**config.mk**
```make
export PLATFORM = sky130hd
export DESIGN_NAME = digit_scan_ctrl_flat
export DESIGN_NICKNAME = d
export VERILOG_FILES = /design/src/rtl/digit_scan_ctrl_if.sv /design/src/rtl/digit_scan_ctrl.sv /design/src/flat_wrapper.sv
export SDC_FILE = /design/constraint.sdc
export NUM_CORES = 1
export LEC_CHECK = 0
export CORE_AREA = 3 3 60 62
export DETAILED_ROUTE_END_ITERATION = 8
export DIE_AREA = 0 0 63 65
export PLACE_DENSITY = 0.8
export SLEW_MARGIN = 20
export SYNTH_ARGS = -nofsm -noshare
export SYNTH_HDL_FRONTEND = slang
export SYNTH_SLANG_ARGS = --single-unit
```
**constraint.sdc**
```tcl
create_clock -name clk -period 3.84 [get_ports clk]
set_clock_uncertainty 0.15 [all_clocks]
set_input_delay 0.96 -clock clk [delete_from_list [all_inputs] [get_ports clk]]
set_output_delay 0.96 -clock clk [all_outputs]
set_load 0.05 [all_outputs]
```
**src/rtl/digit_scan_ctrl_if.sv**
```systemverilog
// digit_scan_ctrl_if: control/display bundle between the scan controller and its user
//   en          scan enable (low = dark and parked)
//   blank_mask  bit i forces digit i dark
//   blink_mask  bit i darkens digit i during blink-off half-period
//   sel         nibble select to the hex display mux
//   an          active-low digit anodes
//   frame_tick  one-cycle pulse on the last cycle of each frame
//   blink_phase 0 = blink-on, 1 = blink-off half-period
interface digit_scan_ctrl_if;
  logic       en;
  logic [3:0] blank_mask;
  logic [3:0] blink_mask;
  logic [1:0] sel;
  logic [3:0] an;
  logic       frame_tick;
  logic       blink_phase;
  modport master (output en, blank_mask, blink_mask, input sel, an, frame_tick, blink_phase);
  modport slave  (input en, blank_mask, blink_mask, output sel, an, frame_tick, blink_phase);
endinterface

```
**src/rtl/digit_scan_ctrl.sv**
```systemverilog
// digit_scan_ctrl: four-digit seven-segment scan with dead-time, blanking and frame-synchronous blink
//   clk    system clock
//   rst_n  asynchronous active-low reset
//   bus    digit_scan_ctrl_if.slave (en/masks in; sel/an/frame_tick/blink_phase out, all registered)
module digit_scan_ctrl #(
  parameter int DIV          = 100000,
  parameter int DEAD         = 1000,
  parameter int BLINK_FRAMES = 125
) (
  input  logic             clk,
  input  logic             rst_n,
  digit_scan_ctrl_if.slave bus
);
  localparam int SW = DIV > 2 ? $clog2(DIV) : 1;
  localparam int BW = BLINK_FRAMES > 1 ? $clog2(BLINK_FRAMES) : 1;
  localparam logic [SW-1:0] SLOT_LAST  = SW'(DIV - 1);
  localparam logic [SW-1:0] DEAD_V     = SW'(DEAD);
  localparam logic [BW-1:0] BLINK_LAST = BW'(BLINK_FRAMES - 1);
  localparam logic [0:0] IDLE = 1'b0;
  localparam logic [0:0] RUN  = 1'b1;
  logic [0:0]    state_q, state_d;
  logic [SW-1:0] slot_q, slot_d;
  logic [1:0]    sel_q, sel_d;
  logic [3:0]    an_q, an_d;
  logic          frame_tick_q, frame_tick_d;
  logic [BW-1:0] blink_cnt_q, blink_cnt_d;
  logic          blink_phase_q, blink_phase_d;
  logic          keep_run, slot_wrap, blink_wrap, lit;
  // All outputs are derived from next-state values so sel, an and frame_tick always describe the same slot.
  always_comb begin
    keep_run      = state_q == RUN && bus.en;
    slot_wrap     = slot_q == SLOT_LAST;
    state_d       = bus.en ? RUN : IDLE;
    slot_d        = keep_run ? (slot_wrap ? '0 : slot_q + 1'b1) : '0;
    sel_d         = keep_run ? (slot_wrap ? sel_q + 2'd1 : sel_q) : 2'd0;
    frame_tick_d  = state_d == RUN && sel_d == 2'd3 && slot_d == SLOT_LAST;
    // The tick being counted is the one currently on the output, so an abort on that cycle still counts it.
    blink_wrap    = blink_cnt_q == BLINK_LAST;
    blink_cnt_d   = frame_tick_q ? (blink_wrap ? '0 : blink_cnt_q + 1'b1) : blink_cnt_q;
    blink_phase_d = blink_phase_q ^ (frame_tick_q && blink_wrap);
    lit           = state_d == RUN && slot_d >= DEAD_V && !bus.blank_mask[sel_d] &&
                    !(bus.blink_mask[sel_d] && blink_phase_d);
    an_d          = lit ? ~(4'b0001 << sel_d) : 4'b1111;
  end
  always_ff @(posedge clk or negedge rst_n) begin
    if (!rst_n) begin
      state_q       <= IDLE;
      slot_q        <= '0;
      sel_q         <= 2'd0;
      an_q          <= 4'b1111;
      frame_tick_q  <= 1'b0;
      blink_cnt_q   <= '0;
      blink_phase_q <= 1'b0;
    end else begin
      state_q       <= state_d;
      slot_q        <= slot_d;
      sel_q         <= sel_d;
      an_q          <= an_d;
      frame_tick_q  <= frame_tick_d;
      blink_cnt_q   <= blink_cnt_d;
      blink_phase_q <= blink_phase_d;
    end
  end
  assign bus.sel         = sel_q;
  assign bus.an          = an_q;
  assign bus.frame_tick  = frame_tick_q;
  assign bus.blink_phase = blink_phase_q;
endmodule
```
**src/flat_wrapper.sv**
```systemverilog
// flat-port wrapper written by rule: the top's interface ports become plain ports
module digit_scan_ctrl_flat 
#(
  parameter int DIV          = 100000,
  parameter int DEAD         = 1000,
  parameter int BLINK_FRAMES = 125
)
  (clk, rst_n, bus_en, bus_blank_mask, bus_blink_mask, bus_sel, bus_an, bus_frame_tick, bus_blink_phase);
  digit_scan_ctrl_if bus_i ();
  input  logic clk;
  input  logic rst_n;
  input wire logic [$bits(bus_i.en)-1:0] bus_en;
  input wire logic [$bits(bus_i.blank_mask)-1:0] bus_blank_mask;
  input wire logic [$bits(bus_i.blink_mask)-1:0] bus_blink_mask;
  output wire logic [$bits(bus_i.sel)-1:0] bus_sel;
  output wire logic [$bits(bus_i.an)-1:0] bus_an;
  output wire logic [$bits(bus_i.frame_tick)-1:0] bus_frame_tick;
  output wire logic [$bits(bus_i.blink_phase)-1:0] bus_blink_phase;
  assign bus_i.en = bus_en;
  assign bus_i.blank_mask = bus_blank_mask;
  assign bus_i.blink_mask = bus_blink_mask;
  assign bus_sel = bus_i.sel;
  assign bus_an = bus_i.an;
  assign bus_frame_tick = bus_i.frame_tick;
  assign bus_blink_phase = bus_i.blink_phase;
  digit_scan_ctrl #(.DIV(DIV), .DEAD(DEAD), .BLINK_FRAMES(BLINK_FRAMES)) u_core (.clk(clk), .rst_n(rst_n), .bus(bus_i));
endmodule
```
==> run summary, run 1 <==
Status -> completed
Post-CTS Setup Bufs -> 0
First-pass GRT wire length -> 6.10 mm
Final nets -> 217
Initial Utilization -> 59.0%
Routed WL per cell -> 13.8 um
Top FF cell, synth -> dfrtp_1
Combinational power share -> 5.0%
Yosys reg bits -> 33
PwrDens -> 276 nW/um2
Largest net degree at the start of global routing -> 34
Ports -> 19
DRT Pass-1 Iters -> 4
Total grt overflow -> 0
Delay-heaviest family, CP -> buffers and inverters
Slowest-stage cell, CP -> clkdlybuf4s50_1
Met3 Use GR -> 5.72%
Sw Ratio -> 24.1%
Post-synthesis async set-or-reset flop share -> 100%
Cell Count, Final, Fillers Out -> 248
Leakage power -> 0.812 nW
Chip width -> 63 um
Clock sink count -> 33
Synth top area cells -> dfrtp_1 (40%), dfstp_2 (5.8%), nor2_1 (5.8%)
# rows -> 20
Fin crit share -> 77.8%
Layout cells sized above 1 -> 9.80%
Inst Count DP -> 240
WHS -> 0.345 ns
Post-layout min period -> 2.99 ns
DRT Wirelength -> 3.42 mm
CP arrival -> 1.88 ns
Busiest layer in global routing -> met2
Worst Path Buf+Inv -> 1
Ant. Diodes -> 0
Antenna violations before repair -> 0
Die H -> 65 um
Most frequent cell after synthesis -> dfrtp_1
Clock Power Share -> 33.3%
Reg power frac -> 61.7%
CTS tree -> built
Distinct cells, synth -> 43
DRC violations left -> 0
Die area -> 4100 um2
Post-DP HPWL -> 2.45 mm
Met2 Track Usage GR -> 30.7%
Fin. Hold Viols -> 0
Most frequent cells after synthesis -> dfrtp_1 (29), nor2_1 (28), nand2_1 (12), xnor2_1 (12), xor2_1 (12)
CP Cell Sequence -> clkdlybuf4s50_1
Tot GR Track Use -> 19.2%
Share of the synthesized area in the top cell type -> 40.0%
Final setup viols -> 0
Slew @ Worst Pin -> 0.817 ns
DRT iter0 DRCs -> 113
RSZ-0062 raised after global routing -> no
Root buf cell -> clkbuf_4
Maximum clock frequency -> 0.335 GHz
Hold Path Class -> flip-flop to flip-flop
GPL Wtd Cong -> 0.886
Synthesized Nets -> 202
Seq/Total Area, Yosys -> 45.8%
Worst EP required -> 2.73 ns
Vias in the first global route -> 1349
Number of synthesized flops with an enable pin -> 0
Hold-fix buffers at CTS -> 0
Post-DRT Antenna Nets -> 0
Rel. slew slack -> 44.1%
Final Util -> 66.9%
Setup TNS -> 0 ns
CP Launch Type -> flip-flop
IO buf count -> 18
Syn Area/Cell -> 9.66 um2
Routed vias -> 1387
Ys Warns -> 0
Clock Latency Late Sink -> 0.33 ns
Post-Synthesis Cells -> 188
GR Util met1 -> 24.1%
NetSw -> 0.137 mW
CTS max path bufs -> 2
CP max stage delay -> 0.90 ns
Max_cap viols -> 0
Worst Path Max Fanout -> 16
Max H-tree Level -> 2
Post-synth top area cell -> dfrtp_1
Critical Path End Type -> output port
P_int -> 0.431 mW
Syn Std Cell Area -> 1820 um2
Core area -> 3080 um2
Post-cts gate resize count -> 0
Num CTS Buffers -> 5
Worst-path clk slew -> 0.11 ns
WS Path Type -> flip-flop to output port
Layout area overhead -> 13.4%
Max VDD drop -> 0.202 mV
Via density -> 5.59
Final Slew Violations -> 0
-- cell type report --
class                   instances  area (um2)
clock buffers                   5        37.5
clock inverters                 3        17.5
fillers                       243        1020
inverters                       6        22.5
multi-input cells             138         908
flip-flops and latches         33         831
well taps                      44        55.1
repair buffers                 19         188
-- layer usage --
metal	wire, um	part of all wire (%)	up-vias
met5	0	0	-
met4	40	1.2	0
met3	118	3.5	4
met2	1690	49	21
met1	1570	46	682
li1	-	-	680
-- flip-flops by register name, summed over array words and instances, names as in the netlist --
signal / count
u_core.bus.sel: 2
u_core.slot_q: 17
u_core.bus.frame_tick: 1
u_core.bus.an: 4
u_core.blink_cnt_q: 7
u_core.bus.blink_phase: 1
u_core.state_q: 1
-- power groups by stage --
| stage | combinational, mW | sequential [mW] | clock (mW) |
|---|---|---|---|
| 2_1_floorplan | 0.0103 | 0.357 | 0 |
| 3_3_place_gp | 0.0278 | 0.357 | 0 |
| 6_report | 0.0281 | 0.350 | 0.189 |
| 5_1_grt | 0.0313 | 0.351 | 0.219 |
| 3_5_place_dp | 0.0288 | 0.357 | 0 |
| 4_1_cts | 0.0288 | 0.350 | 0.200 |
-- logic make-up after synthesis --
logic type / count (synthesis) / share of synthesized area (%)
multiplexers: 3 / 1.72
AND/OR/NAND/NOR: 92 / 28.3
buffers and inverters: 17 / 4.20
adder cells (fa/ha/maj): 3 / 2.07
XOR/XNOR: 24 / 11.6
AO/OA/AOI/OAI: 16 / 6.41
flip-flops: 33 / 45.8
-- layout by cell type (no fill, tap or decap), types with 2 or more instances in the layout --
cell             instances
xor2_1                  12
clkbuf_4                 5
nand4_1                  9
xnor2_1                 12
a2111oi_0                2
dfstp_2                  4
nor2b_1                  3
nor3_1                   4
or3_1                    2
nor4_1                   2
inv_1                    6
dfrtp_1                 29
nand4b_1                 2
nand3_1                 10
and3_1                   6
mux2i_1                  2
clkdlybuf4s50_1         18
a21oi_1                  2
nor2_1                  28
and4_1                   2
clkinv_2                 2
o21ai_0                  5
nor4b_1                  2
nand2_1                 12
ha_1                     3
-- metrics by stage --
stage               worst slack (ns)  instance area, um2  total power [mW]
floorplan                       1.52                1820             0.367
global placement               0.711                2000             0.385
detailed placement             0.630                2000             0.386
CTS                            0.841                2060             0.579
global route                   0.719                2060             0.601
finish                         0.854                2060             0.568
-- path summary, 6_finish.rpt --
check                                             startpoint                                end  slack, ns  cells after the start
max                              u_core.bus.sel[1]$_DFF_PN0_                         bus_sel[1]       0.85                      1
min                        u_core.blink_cnt_q[6]$_DFFE_PN0P_  u_core.blink_cnt_q[6]$_DFFE_PN0P_       0.34                      1
max reg2reg                       u_core.slot_q[0]$_DFF_PN0_         u_core.bus.an[1]$_DFF_PN1_       1.12                      8
min reg2reg                u_core.blink_cnt_q[6]$_DFFE_PN0P_  u_core.blink_cnt_q[6]$_DFFE_PN0P_       0.34                      1
max in group asynchronous                              rst_n         u_core.bus.an[3]$_DFF_PN1_       2.35                      2
min in group asynchronous                              rst_n        u_core.bus.sel[1]$_DFF_PN0_       0.87                      2
(Power assumes the default switching activity.)
==> run 2: changes to the inputs <==
--- a/config.mk
+++ b/config.mk
@@ -5,10 +5,10 @@
 export SDC_FILE = /design/constraint.sdc
 export NUM_CORES = 1
 export LEC_CHECK = 0
-export CORE_AREA = 3 3 60 62
+export CORE_AREA = 3 3 61 63
 export DETAILED_ROUTE_END_ITERATION = 8
-export DIE_AREA = 0 0 63 65
-export PLACE_DENSITY = 0.8
+export DIE_AREA = 0 0 64 66
+export PLACE_DENSITY = 0.78
 export SLEW_MARGIN = 20
 export SYNTH_ARGS = -nofsm -noshare
 export SYNTH_HDL_FRONTEND = slang
==> constraint.sdc (replaced) <==
create_clock -name clk -period 3.11 [get_ports clk]
set_clock_uncertainty 0.15 [all_clocks]
set_input_delay 0.7775 -clock clk [delete_from_list [all_inputs] [get_ports clk]]
set_output_delay 0.7775 -clock clk [all_outputs]
set_load 0.05 [all_outputs]
==> run summary, run 2 (same netlist as run 1, synthesis figures left out) <==
Status -> completed
Initial Utilization -> 55.3% (-3.7 points)
Final Util -> 64.2% (-2.8 points)
Worst EP required -> 2.18 ns (-0.55 ns)
FF/Latch Area -> 831 um2 (unchanged)
Num CTS Buffers -> 5 (unchanged)
Most frequent cells in the layout -> dfrtp_1 (29), nor2_1 (28), clkdlybuf4s50_1 (18)
Layout area overhead -> 16.1%
Hold Path Class -> flip-flop to flip-flop
DRT Pass-1 Iters -> 4 (unchanged)
Metal-1 WL -> 1.53 mm (-2.6%)
Post-layout min period -> 2.81 ns
Commonest non-fill, non-tap cell in the layout -> dfrtp_1
# rows -> 21 (+5.0%)
Max_cap viols -> 0 (unchanged)
Max VDD drop -> 0.242 mV (+20%)
Leakage power -> 0.836 nW (+3.0%)
CTS tree -> built
Fin. Hold Viols -> 0 (unchanged)
Worst Path Buf+Inv -> 1 (unchanged)
Worst r2r dst -> u_core.bus.an[3]$_DFF_PN1_
DRT Wirelength -> 3.67 mm (+7.5%)
Place WS -> 0.336 ns (-0.294 ns)
CP Cell Sequence -> clkdlybuf4s50_1
CP max stage delay -> 0.90 ns (about the same)
Setup TNS -> 0 ns (unchanged)
DRC violations left -> 0 (unchanged)
Worst-path clk slew -> 0.10 ns (about the same)
GPL Wtd Cong -> 0.857 (-3.3%)
Core area -> 3280 um2 (+6.7%)
Root buf cell -> clkbuf_4
Layout cells sized above 1 -> 10.2% (+0.39 points)
Top layer in use -> met4
Worst Path Max Fanout -> 16 (unchanged)
Wire length on met3 -> 105 um (-11%)
Multi-input gate area -> 908 um2 (unchanged)
First-pass GRT wire length -> 6.68 mm (+9.5%)
WS Path Type -> flip-flop to output port
Slew @ Worst Pin -> 0.521 ns (-0.296 ns)
FF-to-FF Start -> u_core.slot_q[0]$_DFF_PN0_
Reg power frac -> 54.0% (-7.7 points)
Vias in the first global route -> 1439 (+6.7%)
IO buf count -> 18 (unchanged)
Worst Hold Depth -> 1 (unchanged)
Chip width -> 64 um (+1.6%)
Worst setup startpoint -> u_core.bus.sel[1]$_DFF_PN0_
RSZ-0062 raised after global routing -> no
Ant. Diodes -> 0 (unchanged)
Post-DP HPWL -> 2.68 mm (+9.8%)
Routed vias -> 1414 (+1.9%)
R2R setup slack -> 0.69 ns (-0.43 ns)
Antenna violations before repair -> 0 (unchanged)
WL met2 -> 1.97 mm (+17%)
Tot GR Track Use -> 20.7% (+1.5 points)
Critical Path End Type -> output port
Slowest-stage cell, CP -> clkdlybuf4s50_1
Fin crit share -> 90.5%
CTS max path bufs -> 2 (unchanged)
Routed WL per cell -> 14.6 um (+5.8%)
Largest net degree at the start of global routing -> 34 (unchanged)
Clock sink count -> 33 (unchanged)
Clock Latency Late Sink -> 0.34 ns (about the same)
CP arrival -> 1.89 ns (about the same)
Maximum clock frequency -> 0.355 GHz
Die area -> 4220 um2 (+3.2%)
Post-CTS Setup Bufs -> 0 (unchanged)
Hold Crit Start -> u_core.bus.blink_phase$_DFF_PN0_
Total Power -> 0.801 mW (+41%)
Combinational power share -> 4.6% (-0.4 points)
Die H -> 66 um (+1.5%)
Total grt overflow -> 0 (unchanged)
Hold Path End -> u_core.bus.blink_phase$_DFF_PN0_
NetSw -> 0.160 mW (+17%)
Worst-case reg-to-reg path depth -> 8 (unchanged)
Post-DRT Antenna Nets -> 0 (unchanged)
Final nets -> 219 (+0.92%)
Max reg flops -> 17 (unchanged)
Final Slew Violations -> 0 (unchanged)
Post-cts gate resize count -> 0 (unchanged)
Largest Register -> u_core.slot_q
Clock Power Share -> 41.4% (+8.1 points)
Rel. slew slack -> 65.1% (+21 points)
Crit. path cell count -> 1 (unchanged)
Delay-heaviest family, CP -> buffers and inverters
P_int -> 0.640 mW (+49%)
Hold-fix buffers at CTS -> 0 (unchanged)
Final worst-path setup slack -> 0.297 ns (-0.557 ns)
Final setup viols -> 0 (unchanged)
DRT iter0 DRCs -> 50 (-56%)
Via density -> 5.61 (+0.33%)
Max H-tree Level -> 2 (unchanged)
Ports -> 19 (unchanged)
CP Launch Type -> flip-flop
PwrDens -> 380 nW/um2 (+38%)
Sw Ratio -> 20.0% (-4.1 points)
Fillers -> 288 (+19%)
[run 2: changes by cell type in the layout (fill, tap and decap cells not counted)]
| cell | delta |
|---|---|
| buf_4 | +2 |
| bufinv_16 | +1 |
| clkbuf_1 | +1 |
| clkbuf_8 | +1 |
| clkinv_2 | -2 |
| clkinvlp_4 | -1 |
[run 2: how the worst max path moves through the flow]
stage                                       endpoint  slack (ns)
after floorplan           u_core.bus.an[1]$_DFF_PN1_        0.79
after global placement    u_core.bus.an[3]$_DFF_PN1_        0.45
after detailed placement  u_core.bus.an[3]$_DFF_PN1_        0.34
after CTS                                 bus_sel[1]        0.27
after global routing                      bus_sel[1]        0.19
final                                     bus_sel[1]        0.30
[run 2: layout make-up]
type / count / area share (%)
clock buffer: 7 / 2.61
clock inverter: 1 / 1.43
inverter: 6 / 1.07
multi-input combinational: 138 / 43.1
sequential: 33 / 39.4
tap: 46 / 2.73
timing repair buffer: 21 / 9.62
[run 2: through the flow]
stage               std cells  hold WS [ns]  area, um2
floorplan                 188         0.301       1820
global placement          244         0.331       2020
detailed placement        244         0.354       2020
CTS                       252         0.371       2110
global route              252         0.380       2110
finish                    252         0.364       2110
[run 2: power by group through the flow]
stage	sequential [mW]	combinational, mW	clock (mW)
after floorplan	0.440	0.0127	0
after global placement	0.440	0.0365	0
after detailed placement	0.441	0.0378	0
after CTS	0.432	0.0381	0.344
after global routing	0.433	0.0421	0.367
final	0.432	0.0370	0.331
[run 2: routing by layer]
| metal | vias to the layer above | global-route usage [%] |
|---|---|---|
| met1 | 706 | 25.1 |
| met4 | 0 | 8.09 |
| met2 | 13 | 35.0 |
| li1 | 689 | - |
| met5 | - | 0 |
| met3 | 6 | 5.61 |
